--- src/rtl/draw_sprite_anim.sv ---
// ============================================================================
// Module   : draw_sprite_anim (with state_pkg and vga_if)
// Brief    : Pipelined animated player-sprite overlay on the vga_if stream.
//            Optional macro DRAW_SPRITE_MIRROR_EN: LEFT mirrors the RIGHT bank.
// Revision : 1.0 - initial release
// ============================================================================
`default_nettype none

package state_pkg;
    typedef enum logic [1:0] {
        IDLE  = 2'd0,
        RIGHT = 2'd1,
        LEFT  = 2'd2
    } State;
endpackage

interface vga_if;
    logic [10:0] hcount;
    logic [10:0] vcount;
    logic        hsync;
    logic        vsync;
    logic        hblnk;
    logic        vblnk;
    logic [11:0] rgb;

    modport in  (input  hcount, vcount, hsync, vsync, hblnk, vblnk, rgb);
    modport out (output hcount, vcount, hsync, vsync, hblnk, vblnk, rgb);
endinterface

module draw_sprite_anim
    import state_pkg::*;
#(
    parameter int          SPRITE_W    = 64,
    parameter int          SPRITE_H    = 64,
    parameter int          FRAMES      = 4,
    parameter int          FRAME_DIV   = 8,
    parameter int          ROM_LATENCY = 1,
    parameter logic [11:0] TRANSPARENT = 12'hF0F,
    localparam int c_XB     = $clog2(SPRITE_W),
    localparam int c_YB     = $clog2(SPRITE_H),
    localparam int c_FB     = $clog2(FRAMES),
    localparam int c_FW     = (c_FB > 0) ? c_FB : 1,
    localparam int c_ADDR_W = 2 + c_FB + c_YB + c_XB
) (
    input  logic                clk,
    input  logic                rst,
    vga_if.in                   vga_in,
    vga_if.out                  vga_out,
    input  logic [11:0]         player_xpos,
    input  logic [11:0]         player_ypos,
    input  State                state,
    output logic [c_ADDR_W-1:0] rom_addr,
    input  logic [11:0]         rom_data,
    output logic [c_FW-1:0]     frame_idx
);

    localparam logic [7:0]      c_DIV_LAST   = 8'(FRAME_DIV - 1);
    localparam logic [c_FW-1:0] c_FRAME_LAST = c_FW'(FRAMES - 1);

    typedef enum logic [0:0] {
        IDLE_ST = 1'b0,
        WALK_ST = 1'b1
    } anim_t;

    typedef struct packed {
        logic [10:0] hcount;
        logic [10:0] vcount;
        logic        hsync;
        logic        vsync;
        logic        hblnk;
        logic        vblnk;
        logic [11:0] rgb;
        logic        in_box;
    } pix_t;

    anim_t           r_anim, w_anim_nxt;
    logic [c_FW-1:0] r_frame, w_frame_nxt;
    logic [7:0]      r_div, w_div_nxt;
    logic            r_vsync_d;
    logic            r_armed;
    logic [11:0]     r_xs, r_ys;
    State            r_st;
    State            w_st_in;
    logic            w_tick;

    // r_armed suppresses a spurious tick when vsync is already high out of reset
    assign w_tick  = r_armed & vga_in.vsync & ~r_vsync_d;
    assign w_st_in = (state == RIGHT || state == LEFT) ? state : IDLE;

    always_ff @(posedge clk) begin
        if (rst) begin
            r_vsync_d <= 1'b0;
            r_armed   <= 1'b0;
            r_xs      <= '0;
            r_ys      <= '0;
            r_st      <= IDLE;
            r_anim    <= IDLE_ST;
            r_frame   <= '0;
            r_div     <= '0;
        end else begin
            r_vsync_d <= vga_in.vsync;
            r_armed   <= 1'b1;
            if (w_tick) begin
                r_xs <= player_xpos;
                r_ys <= player_ypos;
                r_st <= w_st_in;
            end
            r_anim  <= w_anim_nxt;
            r_frame <= w_frame_nxt;
            r_div   <= w_div_nxt;
        end
    end

    always_comb begin
        w_anim_nxt  = r_anim;
        w_frame_nxt = r_frame;
        w_div_nxt   = r_div;
        if (w_tick) begin
            if (w_st_in == IDLE) begin
                w_anim_nxt  = IDLE_ST;
                w_frame_nxt = '0;
                w_div_nxt   = '0;
            end else if (r_anim == IDLE_ST || w_st_in != r_st) begin
                w_anim_nxt  = WALK_ST;
                w_frame_nxt = '0;
                w_div_nxt   = '0;
            end else if (r_div == c_DIV_LAST) begin
                w_div_nxt   = '0;
                w_frame_nxt = (r_frame == c_FRAME_LAST) ? '0 : r_frame + 1'b1;
            end else begin
                w_div_nxt   = r_div + 8'd1;
            end
        end
    end

    // 13-bit compare keeps xs/ys near 4095 from wrapping back onto the screen
    logic [12:0]         w_hc13, w_vc13, w_xs13, w_ys13;
    logic                w_in_box;
    logic [c_XB-1:0]     w_dx, w_xoff;
    logic [c_YB-1:0]     w_dy;
    logic [1:0]          w_bank;
    logic [c_ADDR_W-1:0] w_addr;

    assign w_hc13   = {2'b00, vga_in.hcount};
    assign w_vc13   = {2'b00, vga_in.vcount};
    assign w_xs13   = {1'b0, r_xs};
    assign w_ys13   = {1'b0, r_ys};
    assign w_in_box = (w_hc13 >= w_xs13) && (w_hc13 < w_xs13 + 13'(SPRITE_W)) &&
                      (w_vc13 >= w_ys13) && (w_vc13 < w_ys13 + 13'(SPRITE_H));
    assign w_dx     = vga_in.hcount[c_XB-1:0] - r_xs[c_XB-1:0];
    assign w_dy     = vga_in.vcount[c_YB-1:0] - r_ys[c_YB-1:0];

`ifdef DRAW_SPRITE_MIRROR_EN
    localparam logic [c_XB-1:0] c_XOFF_MAX = c_XB'(SPRITE_W - 1);
`endif

    always_comb begin
        w_bank = 2'd0;
        w_xoff = w_dx;
        case (r_st)
            RIGHT: w_bank = 2'd1;
            LEFT: begin
`ifdef DRAW_SPRITE_MIRROR_EN
                w_bank = 2'd1;
                w_xoff = c_XOFF_MAX - w_dx;
`else
                w_bank = 2'd2;
`endif
            end
            default: w_bank = 2'd0;
        endcase
    end

    generate
        if (c_FB > 0) begin : g_addr_frame
            assign w_addr = {w_bank, r_frame, w_dy, w_xoff};
        end else begin : g_addr_single
            assign w_addr = {w_bank, w_dy, w_xoff};
        end
    endgenerate

    // r_pipe[0] is stage 1; the last entry lines up with rom_data
    pix_t                r_pipe [0:ROM_LATENCY];
    logic [c_ADDR_W-1:0] r_rom_addr;
    pix_t                w_s0, w_d;

    assign w_s0 = '{hcount: vga_in.hcount, vcount: vga_in.vcount,
                    hsync:  vga_in.hsync,  vsync:  vga_in.vsync,
                    hblnk:  vga_in.hblnk,  vblnk:  vga_in.vblnk,
                    rgb:    vga_in.rgb,    in_box: w_in_box};
    assign w_d  = r_pipe[ROM_LATENCY];

    always_ff @(posedge clk) begin
        if (rst) begin
            for (int i = 0; i <= ROM_LATENCY; i++) r_pipe[i] <= '0;
            r_rom_addr <= '0;
        end else begin
            r_pipe[0] <= w_s0;
            for (int i = 1; i <= ROM_LATENCY; i++) r_pipe[i] <= r_pipe[i-1];
            r_rom_addr <= w_addr;
        end
    end

    always_ff @(posedge clk) begin
        if (rst) begin
            vga_out.hcount <= '0;
            vga_out.vcount <= '0;
            vga_out.hsync  <= 1'b0;
            vga_out.vsync  <= 1'b0;
            vga_out.hblnk  <= 1'b0;
            vga_out.vblnk  <= 1'b0;
            vga_out.rgb    <= '0;
        end else begin
            vga_out.hcount <= w_d.hcount;
            vga_out.vcount <= w_d.vcount;
            vga_out.hsync  <= w_d.hsync;
            vga_out.vsync  <= w_d.vsync;
            vga_out.hblnk  <= w_d.hblnk;
            vga_out.vblnk  <= w_d.vblnk;
            if (w_d.hblnk || w_d.vblnk)
                vga_out.rgb <= '0;
            else if (w_d.in_box && rom_data != TRANSPARENT)
                vga_out.rgb <= rom_data;
            else
                vga_out.rgb <= w_d.rgb;
        end
    end

    assign rom_addr  = r_rom_addr;
    assign frame_idx = r_frame;

endmodule

`default_nettype wire

--- src/flat_wrapper.sv ---
// flat-port wrapper written by rule: the top's interface ports become plain ports
module draw_sprite_anim_flat import state_pkg::*;
#(
    parameter int          SPRITE_W    = 64,
    parameter int          SPRITE_H    = 64,
    parameter int          FRAMES      = 4,
    parameter int          FRAME_DIV   = 8,
    parameter int          ROM_LATENCY = 1,
    parameter logic [11:0] TRANSPARENT = 12'hF0F,
    localparam int c_XB     = $clog2(SPRITE_W),
    localparam int c_YB     = $clog2(SPRITE_H),
    localparam int c_FB     = $clog2(FRAMES),
    localparam int c_FW     = (c_FB > 0) ? c_FB : 1,
    localparam int c_ADDR_W = 2 + c_FB + c_YB + c_XB
)
  (clk, rst, player_xpos, player_ypos, state, rom_addr, rom_data, frame_idx, vga_in_hcount, vga_in_vcount, vga_in_hsync, vga_in_vsync, vga_in_hblnk, vga_in_vblnk, vga_in_rgb, vga_out_hcount, vga_out_vcount, vga_out_hsync, vga_out_vsync, vga_out_hblnk, vga_out_vblnk, vga_out_rgb);
  vga_if vga_in_i ();
  vga_if vga_out_i ();
  input  logic clk;
  input  logic rst;
  input  logic [11:0] player_xpos;
  input  logic [11:0] player_ypos;
  input  State state;
  output logic [c_ADDR_W-1:0] rom_addr;
  input  logic [11:0] rom_data;
  output logic [c_FW-1:0] frame_idx;
  input wire logic [$bits(vga_in_i.hcount)-1:0] vga_in_hcount;
  input wire logic [$bits(vga_in_i.vcount)-1:0] vga_in_vcount;
  input wire logic [$bits(vga_in_i.hsync)-1:0] vga_in_hsync;
  input wire logic [$bits(vga_in_i.vsync)-1:0] vga_in_vsync;
  input wire logic [$bits(vga_in_i.hblnk)-1:0] vga_in_hblnk;
  input wire logic [$bits(vga_in_i.vblnk)-1:0] vga_in_vblnk;
  input wire logic [$bits(vga_in_i.rgb)-1:0] vga_in_rgb;
  output wire logic [$bits(vga_out_i.hcount)-1:0] vga_out_hcount;
  output wire logic [$bits(vga_out_i.vcount)-1:0] vga_out_vcount;
  output wire logic [$bits(vga_out_i.hsync)-1:0] vga_out_hsync;
  output wire logic [$bits(vga_out_i.vsync)-1:0] vga_out_vsync;
  output wire logic [$bits(vga_out_i.hblnk)-1:0] vga_out_hblnk;
  output wire logic [$bits(vga_out_i.vblnk)-1:0] vga_out_vblnk;
  output wire logic [$bits(vga_out_i.rgb)-1:0] vga_out_rgb;
  assign vga_in_i.hcount = vga_in_hcount;
  assign vga_in_i.vcount = vga_in_vcount;
  assign vga_in_i.hsync = vga_in_hsync;
  assign vga_in_i.vsync = vga_in_vsync;
  assign vga_in_i.hblnk = vga_in_hblnk;
  assign vga_in_i.vblnk = vga_in_vblnk;
  assign vga_in_i.rgb = vga_in_rgb;
  assign vga_out_hcount = vga_out_i.hcount;
  assign vga_out_vcount = vga_out_i.vcount;
  assign vga_out_hsync = vga_out_i.hsync;
  assign vga_out_vsync = vga_out_i.vsync;
  assign vga_out_hblnk = vga_out_i.hblnk;
  assign vga_out_vblnk = vga_out_i.vblnk;
  assign vga_out_rgb = vga_out_i.rgb;
  draw_sprite_anim #(.SPRITE_W(SPRITE_W), .SPRITE_H(SPRITE_H), .FRAMES(FRAMES), .FRAME_DIV(FRAME_DIV), .ROM_LATENCY(ROM_LATENCY), .TRANSPARENT(TRANSPARENT)) u_core (.clk(clk), .rst(rst), .vga_in(vga_in_i), .vga_out(vga_out_i), .player_xpos(player_xpos), .player_ypos(player_ypos), .state(state), .rom_addr(rom_addr), .rom_data(rom_data), .frame_idx(frame_idx));
endmodule
--- config.mk ---
export PLATFORM = sky130hd
export DESIGN_NAME = draw_sprite_anim_flat
export DESIGN_NICKNAME = d
export VERILOG_FILES = /design/src/rtl/draw_sprite_anim.sv /design/src/flat_wrapper.sv
export SDC_FILE = /design/constraint.sdc
export NUM_CORES = 1
export LEC_CHECK = 0
export ABC_AREA = 1
export CAP_MARGIN = 40
export CORE_MARGIN = 10
export CORE_UTILIZATION = 45
export DETAILED_ROUTE_END_ITERATION = 16
export HOLD_SLACK_MARGIN = 0.02
export PLACE_DENSITY_LB_ADDON = 0.3
export SLEW_MARGIN = 30
export SYNTH_ARGS = -nofsm -noshare
export SYNTH_HDL_FRONTEND = slang
export SYNTH_SLANG_ARGS = --single-unit
--- constraint.sdc ---
create_clock -name clk -period 1.7 [get_ports clk]
set_input_delay 0.34 -clock clk [delete_from_list [all_inputs] [get_ports clk]]
set_output_delay 0.34 -clock clk [all_outputs]
set_load 0.1 [all_outputs]
==> results by group, run 1 <==
Die
  – Die width: 140 µm
  – Die area: 0.0195 mm²
  – # rows: 43
  – Core area: 0.0139 mm²
  – Starting Density: 46.2%
  – Io pins: 134
  – Die height: 140 µm

Layout
  – Layout cell share with drive strength beyond 1: 15.5%
  – Synth-to-Final Area Change: 46.4%
  – Nets@finish: 1068
  – Most frequent cells in the layout: 168 x nor2_1, 167 x dfxtp_1, 159 x inv_1, 76 x clkdlybuf4s50_1, 59 x buf_12
  – N_diodes: 0
  – Fillers: 1127
  – Commonest non-fill, non-tap cell in the layout: nor2_1
  – Final Instance Area: 0.00942 mm²

Placed design
  – GP Congestion: 0.822
  – Placement Setup Slack: -0.493 ns
  – Dpl cell area: 0.00877 mm²
  – Port Buf Inserts: 133
  – Hpwl dp: 10600 µm

Worst setup path
  – Critical path arrival: 2.03 ns
  – Most Frequent Cell on Critical Path: inv_1
  – Kind of end point of the critical path: flop
  – CP Class: input port to flop
  – R2R Setup Slk: 0.09 ns
  – Critical Path Fanout Max: 2
  – Startpoint Class: input port
  – Worst-path cell chain: clkdlybuf4s50_1 -> inv_1 -> ha_2 -> fa_2 -> inv_1 -> nand3_1 -> nand3_1 -> nand2_1 -> nand3_2 -> nand2_1 -> inv_1 -> nand4_1 -> nor2_1
  – RR Endpoint: u_core.r_pipe[0][0]$_SDFF_PP0_
  – R2R Path Start: u_core.r_xs[7]$_SDFFE_PP0P_
  – FF-to-FF path depth: 9
  – Worst EP required: 2.06 ns
  – Slowest cell on the critical path: clkdlybuf4s50_1
  – Crit-path max cell delay: 0.46 ns

Global routing
  – Total track usage: 14.4%
  – Initial antenna violation count: 0
  – Busiest grt layer: met2
  – First-pass GRT wire length: 23100 µm
  – Total grt overflow: 0
  – Met1 Use GR: 16.2%
  – Vias in the first global route: 4909
  – GR Layer Usage met3: 4.46%
  – Largest net degree at the start of global routing: 91
  – Met2 usage: 24.9%

Route
  – Drt wl/cell: 12.4 µm
  – DR vias: 5083
  – Vias/cell: 4.46
  – DRT Pass-1 Iters: 4
  – Final WL: 14200 µm
  – 1st-iter DRT viols: 155
  – Antenna Nets Post-Route: 0
  – Post-route DRC violation count: 0

Pwr
  – Leakage: 4.20 nW
  – Peak supply drop: 602 µV
  – PD cells: 1050 mW/mm²
  – Total power: 9.84 mW

Clocking
  – CTS sink count: 170
  – CTS tree: built
  – Num CTS Buffers: 17
  – CTS clock-pin slew for the worst setup and hold paths: 0.06 ns
  – CTS Buffer Depth: 2
  – Clock Latency Late Sink: 0.42 ns
  – H-tree depth: 4
  – CTS root buffer: clkbuf_16

Synthesis
  – Unique masters post-synth: 32
  – Yosys reg bits: 170
  – Warnings from Yosys: 0
  – Sequential-to-total area share from yosys stat: 52.9%
  – Net Count, Synth: 902
  – Mapped Area: 0.00643 mm²
  – Syn Area/Cell: 8.20 µm²
  – Synth Instances: 784

STA
  – Final WS setup: 0.0262 ns
  – Unrepaired setup endpoints after global routing: true
  – Fmax achieved: 597 MHz
  – Final period util: 98.5%
  – Relative slew margins: 75.4%
  – Endpoints failing hold: 0
  – Pins over their slew limit: 0
  – Clk_skew: 0.00645 ns
  – Worst slew pin tran: 0.369 ns
  – Setup-failing EPs final: 0
  – Min cycle time layout: 1.67 ns

Hold path
  – Hold path cells: 3
  – Hold Crit Start: rst
  – Worst hold path class: input port to flop
  – Hold EP: u_core.r_armed$_DFF_P_

Job
  – Max Cap Violations: 0

Run status
  – Run status: complete, no violations
-- area by class of cell --
| class | instances | area [µm²] | area share [%] |
|---|---|---|---|
| multi-input cells | 429 | 2390 | 25.3 |
| clock buffers | 19 | 433 | 4.60 |
| clock inverters | 10 | 145 | 1.54 |
| repair buffers | 172 | 2220 | 23.6 |
| flip-flops and latches | 170 | 3410 | 36.2 |
| well taps | 180 | 225 | 2.39 |
| inverters | 160 | 602 | 6.39 |
-- logic make-up (layout without fill, tap and decap cells) --
group / after synthesis / in the layout / synth area share [%]
xor gates and xnor gates: 13 / 13 / 1.77
AOI/OAI and AO/OA: 104 / 104 / 8.25
adders and majority gates: 40 / 40 / 8.02
buffers and inverters: 185 / 361 / 11.0
DFF: 170 / 170 / 52.9
and+or+nand+nor: 272 / 272 / 18.1
-- flip-flops by register name, indices dropped and copies added, names as in the netlist --
signal and count:
u_core.vga_out.rgb 12, u_core.vga_out.hcount 11, u_core.r_xs 12, u_core.vga_out.hsync 1, u_core.r_anim 1, u_core.vga_out.vsync 1, u_core.r_armed 1, u_core.r_pipe 78
u_core.rom_addr 16, u_core.vga_out.vblnk 1, u_core.frame_idx 2, u_core.r_div 8, u_core.vga_out.vcount 11, u_core.r_st 2, u_core.vga_out.hblnk 1, u_core.r_ys 12
-- through the flow --
| stage | utilization (%) | cells | TNS (ns) | hold slack [ns] |
|---|---|---|---|---|
| 6_report | 67.6 | 1140 | 0 | 0.364 |
| 3_5_place_dp | 63.0 | 1111 | -4.60 | 0.392 |
| 2_1_floorplan | - | 784 | 0 | 0.388 |
| 4_1_cts | 67.2 | 1140 | 0 | 0.347 |
| 3_3_place_gp | 63.0 | 1111 | -3.54 | 0.389 |
| 5_1_grt | 67.6 | 1140 | -0.104 | 0.367 |
-- worst max-delay path, delay by kind of cell --
kind	cells	cell delay (ns)
and+or+nand+nor	7	0.52
buffers and inverters	4	0.63
adders and majority gates	2	0.54
-- worst max path at each step --
stage	endpoint	startpoint	cells past startpoint	slack, ns
after floorplan	u_core.frame_idx[1]$_SDFFE_PP0P_	u_core.frame_idx[1]$_SDFFE_PP0P_	3	0.08
after global placement	u_core.r_pipe[0][0]$_SDFF_PP0_	vga_in_hcount[0]	13	-0.48
after detailed placement	u_core.r_pipe[0][0]$_SDFF_PP0_	vga_in_hcount[0]	13	-0.49
after CTS	u_core.r_pipe[0][0]$_SDFF_PP0_	u_core.r_xs[7]$_SDFFE_PP0P_	11	0.0003
after global routing	u_core.r_pipe[0][0]$_SDFF_PP0_	vga_in_hcount[0]	13	-0.1
final	u_core.r_pipe[0][0]$_SDFF_PP0_	vga_in_hcount[0]	13	0.03
-- where the power goes --
group          internal [mW]  total (mW)  switching (mW)
logic                  0.735        1.74            1.00
clock network           2.30        3.81            1.52
registers               4.18        4.29           0.108
total                   7.22        9.84            2.63
-- cells in the mapped netlist, drive strengths merged --
cell | n | area (µm²)
a21oi | 48 | 240
a22oi | 1 | 7.51
and3 | 2 | 12.5
buf | 12 | 55.1
clkbuf | 13 | 48.8
clkinv | 1 | 5.00
dfxtp | 170 | 3400
fa | 2 | 40.0
ha | 38 | 475
inv | 159 | 597
nand2 | 60 | 235
nand3 | 18 | 103
nand3b | 3 | 22.5
nand4 | 7 | 58.8
nor2 | 171 | 649
nor3 | 8 | 50.1
nor3b | 2 | 25.0
nor4 | 1 | 6.26
o211ai | 1 | 7.51
o21a | 1 | 7.51
o21ai | 52 | 260
o21bai | 1 | 7.51
xnor2 | 7 | 61.3
xor2 | 6 | 52.6
-- repair_timing --
item                       in CTS  in global routing
setup endpoints to repair       1                  3
buffers inserted                0                  0
hold buffers                    0                  0
pin swaps                       0                  8
resized for setup               8                 13
-- routing by layer --
layer,vias to the layer above,part of all wire [%]
met2,114,49
met3,19,5.7
met5,-,0
met1,2226,44
met4,0,1.7
li1,2724,-
(Power assumes the default switching activity.)
==> inputs of run 2 (changes only) <==
--- a/config.mk
+++ b/config.mk
@@ -10,6 +10,7 @@
 export CORE_MARGIN = 10
 export CORE_UTILIZATION = 45
 export DETAILED_ROUTE_END_ITERATION = 16
+export GPL_ROUTABILITY_DRIVEN = 0
 export HOLD_SLACK_MARGIN = 0.02
 export PLACE_DENSITY_LB_ADDON = 0.3
 export SLEW_MARGIN = 30
==> results of run 2 <==
No change in the layout: final DEF, timing and power equal those of run 1.
==> inputs of run 3 (changes only) <==
--- a/config.mk
+++ b/config.mk
@@ -8,7 +8,7 @@
 export ABC_AREA = 1
 export CAP_MARGIN = 40
 export CORE_MARGIN = 10
-export CORE_UTILIZATION = 45
+export CORE_UTILIZATION = 51
 export DETAILED_ROUTE_END_ITERATION = 16
 export GPL_ROUTABILITY_DRIVEN = 0
 export HOLD_SLACK_MARGIN = 0.02
==> run 3 against run 2 <==
First-iteration DRC count rose by 70%. Worst hold slack got worse by 0.17 ns. Die area fell by 10%. Flip-flop and latch count did not move. Cell area fell by 0.31%. Routed wire length rose by 7.9%. Sequential share of layout area rose by 0.11 points. Largest cell class unchanged.
==> results by group, run 3 (same netlist as run 1, synthesis figures left out) <==
Pwr
  – Peak supply drop: 621 µV
  – Clock power share: 38.4%
  – Switching power: 2.72 mW
  – Combinational power share: 18.1%
  – Sequential share of power: 43.5%
  – PD cells: 1050 mW/mm²
  – Leakage: 4.20 nW
  – Cell-internal power: 7.15 mW
  – Sw Share: 27.6%

Clocking
  – CTS sink count: 170
  – CTS root buffer: clkbuf_16
  – CTS clock-pin slew for the worst setup and hold paths: 0.06 ns
  – Num CTS Buffers: 17
  – Clock Latency Late Sink: 0.42 ns
  – H-tree depth: 4
  – CTS tree: built
  – CTS Hold Bufs: 0
  – CTS Buffer Depth: 2

Worst setup path
  – FF-to-FF path depth: 11
  – Startpoint Class: flop
  – CP Class: flop to flop
  – Kind of end point of the critical path: flop
  – Critical path arrival: 2.03 ns
  – Critical Path Fanout Max: 3
  – RR Endpoint: u_core.r_pipe[0][0]$_SDFF_PP0_
  – R2R Path Start: u_core.r_xs[6]$_SDFFE_PP0P_
  – Worst EP required: 2.05 ns
  – R2R Setup Slk: 0.03 ns

Route
  – Routed wl met3: 797 µm
  – Met2 Wirelength: 7540 µm
  – Post-route DRC violation count: 0
  – DR vias: 5214
  – 1st-iter DRT viols: 263
  – Final WL: 15300 µm
  – Antenna Nets Post-Route: 0
  – Drt wl/cell: 13.5 µm
  – Vias/cell: 4.60
  – Top Metal Used: met4
  – DRT Pass-1 Iters: 4
  – Metal-1 WL: 6570 µm

Die
  – Io pins: 134
  – Starting Density: 52.9%
  – Core area: 0.0122 mm²
  – Die height: 132 µm
  – Die area: 0.0175 mm²
  – # rows: 40
  – Die width: 132 µm

Hold path
  – Worst hold path class: input port to flop
  – Hold path cells: 2
  – Hold EP: u_core.r_pipe[0][49]$_SDFF_PP0_
  – Hold Crit Start: rst

STA
  – Relative slew margins: 71.0%
  – Min cycle time layout: 1.67 ns
  – Sum of negative setup slack: 0 ns
  – Endpoints failing hold: 0
  – Clk_skew: 0.00583 ns
  – Worst slew pin tran: 0.435 ns
  – Pins over their slew limit: 0
  – Final period util: 98.5%
  – Unrepaired setup endpoints after global routing: true
  – Setup-failing EPs final: 0
  – Fmax achieved: 597 MHz
  – Final WS setup: 0.0253 ns
  – Hold_ws: 0.195 ns

Placed design
  – Port Buf Inserts: 133
  – Placement Setup Slack: -0.482 ns
  – Hpwl dp: 11200 µm

Global routing
  – Total grt overflow: 0
  – Largest net degree at the start of global routing: 109
  – Vias in the first global route: 5064
  – First-pass GRT wire length: 24600 µm
  – Total track usage: 17.1%
  – Initial antenna violation count: 0

Layout
  – Synth-to-Final Area Change: 46.0%
  – Layout cell share with drive strength beyond 1: 16.0%
  – Nets@finish: 1070
  – Max FFs per register: 78
  – Biggest register: u_core.r_pipe
  – Finished Core Util: 77.2%
  – Most frequent cells in the layout: 167 x nor2_1, 167 x dfxtp_1, 159 x inv_1, 76 x clkdlybuf4s50_1, 58 x buf_12
  – N_diodes: 0

Run status
  – Run status: complete, no violations

Job
  – Max Cap Violations: 0
-- run 3: final cells by class --
cell class / instances / area [µm²]
clock buffer: 19 / 443
sequential: 170 / 3410
tap: 168 / 210
multi-input combinational: 429 / 2370
clock inverter: 13 / 139
inverter: 160 / 602
fill: 790 / 2770
timing repair buffer: 174 / 2220
-- run 3: per-layer routing --
metal	vias to the layer above	global-route usage, %
met5	-	0
met4	0	7.58
met2	138	28.4
met1	2328	19.8
met3	28	5.18
li1	2720	-
-- run 3: worst max path at each step --
stage | startpoint | to | slack, ns | cells after the start
6_report | u_core.r_xs[6]$_SDFFE_PP0P_ | u_core.r_pipe[0][0]$_SDFF_PP0_ | 0.03 | 11
4_1_cts | u_core.r_xs[7]$_SDFFE_PP0P_ | u_core.r_pipe[0][0]$_SDFF_PP0_ | 0.005 | 11
3_5_place_dp | vga_in_hcount[0] | u_core.r_pipe[0][0]$_SDFF_PP0_ | -0.48 | 13
2_1_floorplan | u_core.frame_idx[1]$_SDFFE_PP0P_ | u_core.frame_idx[1]$_SDFFE_PP0P_ | 0.08 | 3
5_1_grt | vga_in_vcount[0] | u_core.r_pipe[0][0]$_SDFF_PP0_ | -0.06 | 11
3_3_place_gp | vga_in_hcount[0] | u_core.r_pipe[0][0]$_SDFF_PP0_ | -0.42 | 13
-- run 3: power by group through the flow --
stage / clock network, mW / registers, mW / logic [mW]
floorplan: 0 / 4.81 / 0.551
global placement: 0 / 4.37 / 1.71
detailed placement: 0 / 4.38 / 1.75
CTS: 3.84 / 4.29 / 1.78
global route: 4.01 / 4.31 / 1.92
finish: 3.79 / 4.30 / 1.79
-- run 3: repair_timing --
action | CTS | global route
gates resized for setup | 11 | 9
endpoints found under the setup margin | 1 | 2
pin swaps | 2 | 5
hold endpoints to repair | 0 | 0
setup buffers | 0 | 1
-- run 3: critical path: stages (launching register included) --
cell      delay, ns
dfxtp_2        0.36
ha_4           0.16
nand2_4        0.05
o21ai_1        0.11
o21ai_1        0.08
ha_1           0.31
a21oi_2        0.14
nand3b_1       0.13
nand2_1        0.06
inv_1          0.04
nand4_1        0.07
nor2_1         0.08
-- run 3: per-stage QoR --
step / power [mW] / instance area [µm²] / cells
floorplan: 5.36 / 6430 / 784
global placement: 6.08 / 8750 / 1100
detailed placement: 6.12 / 8750 / 1100
CTS: 9.91 / 9360 / 1132
global route: 10.2 / 9390 / 1133
finish: 9.87 / 9390 / 1133
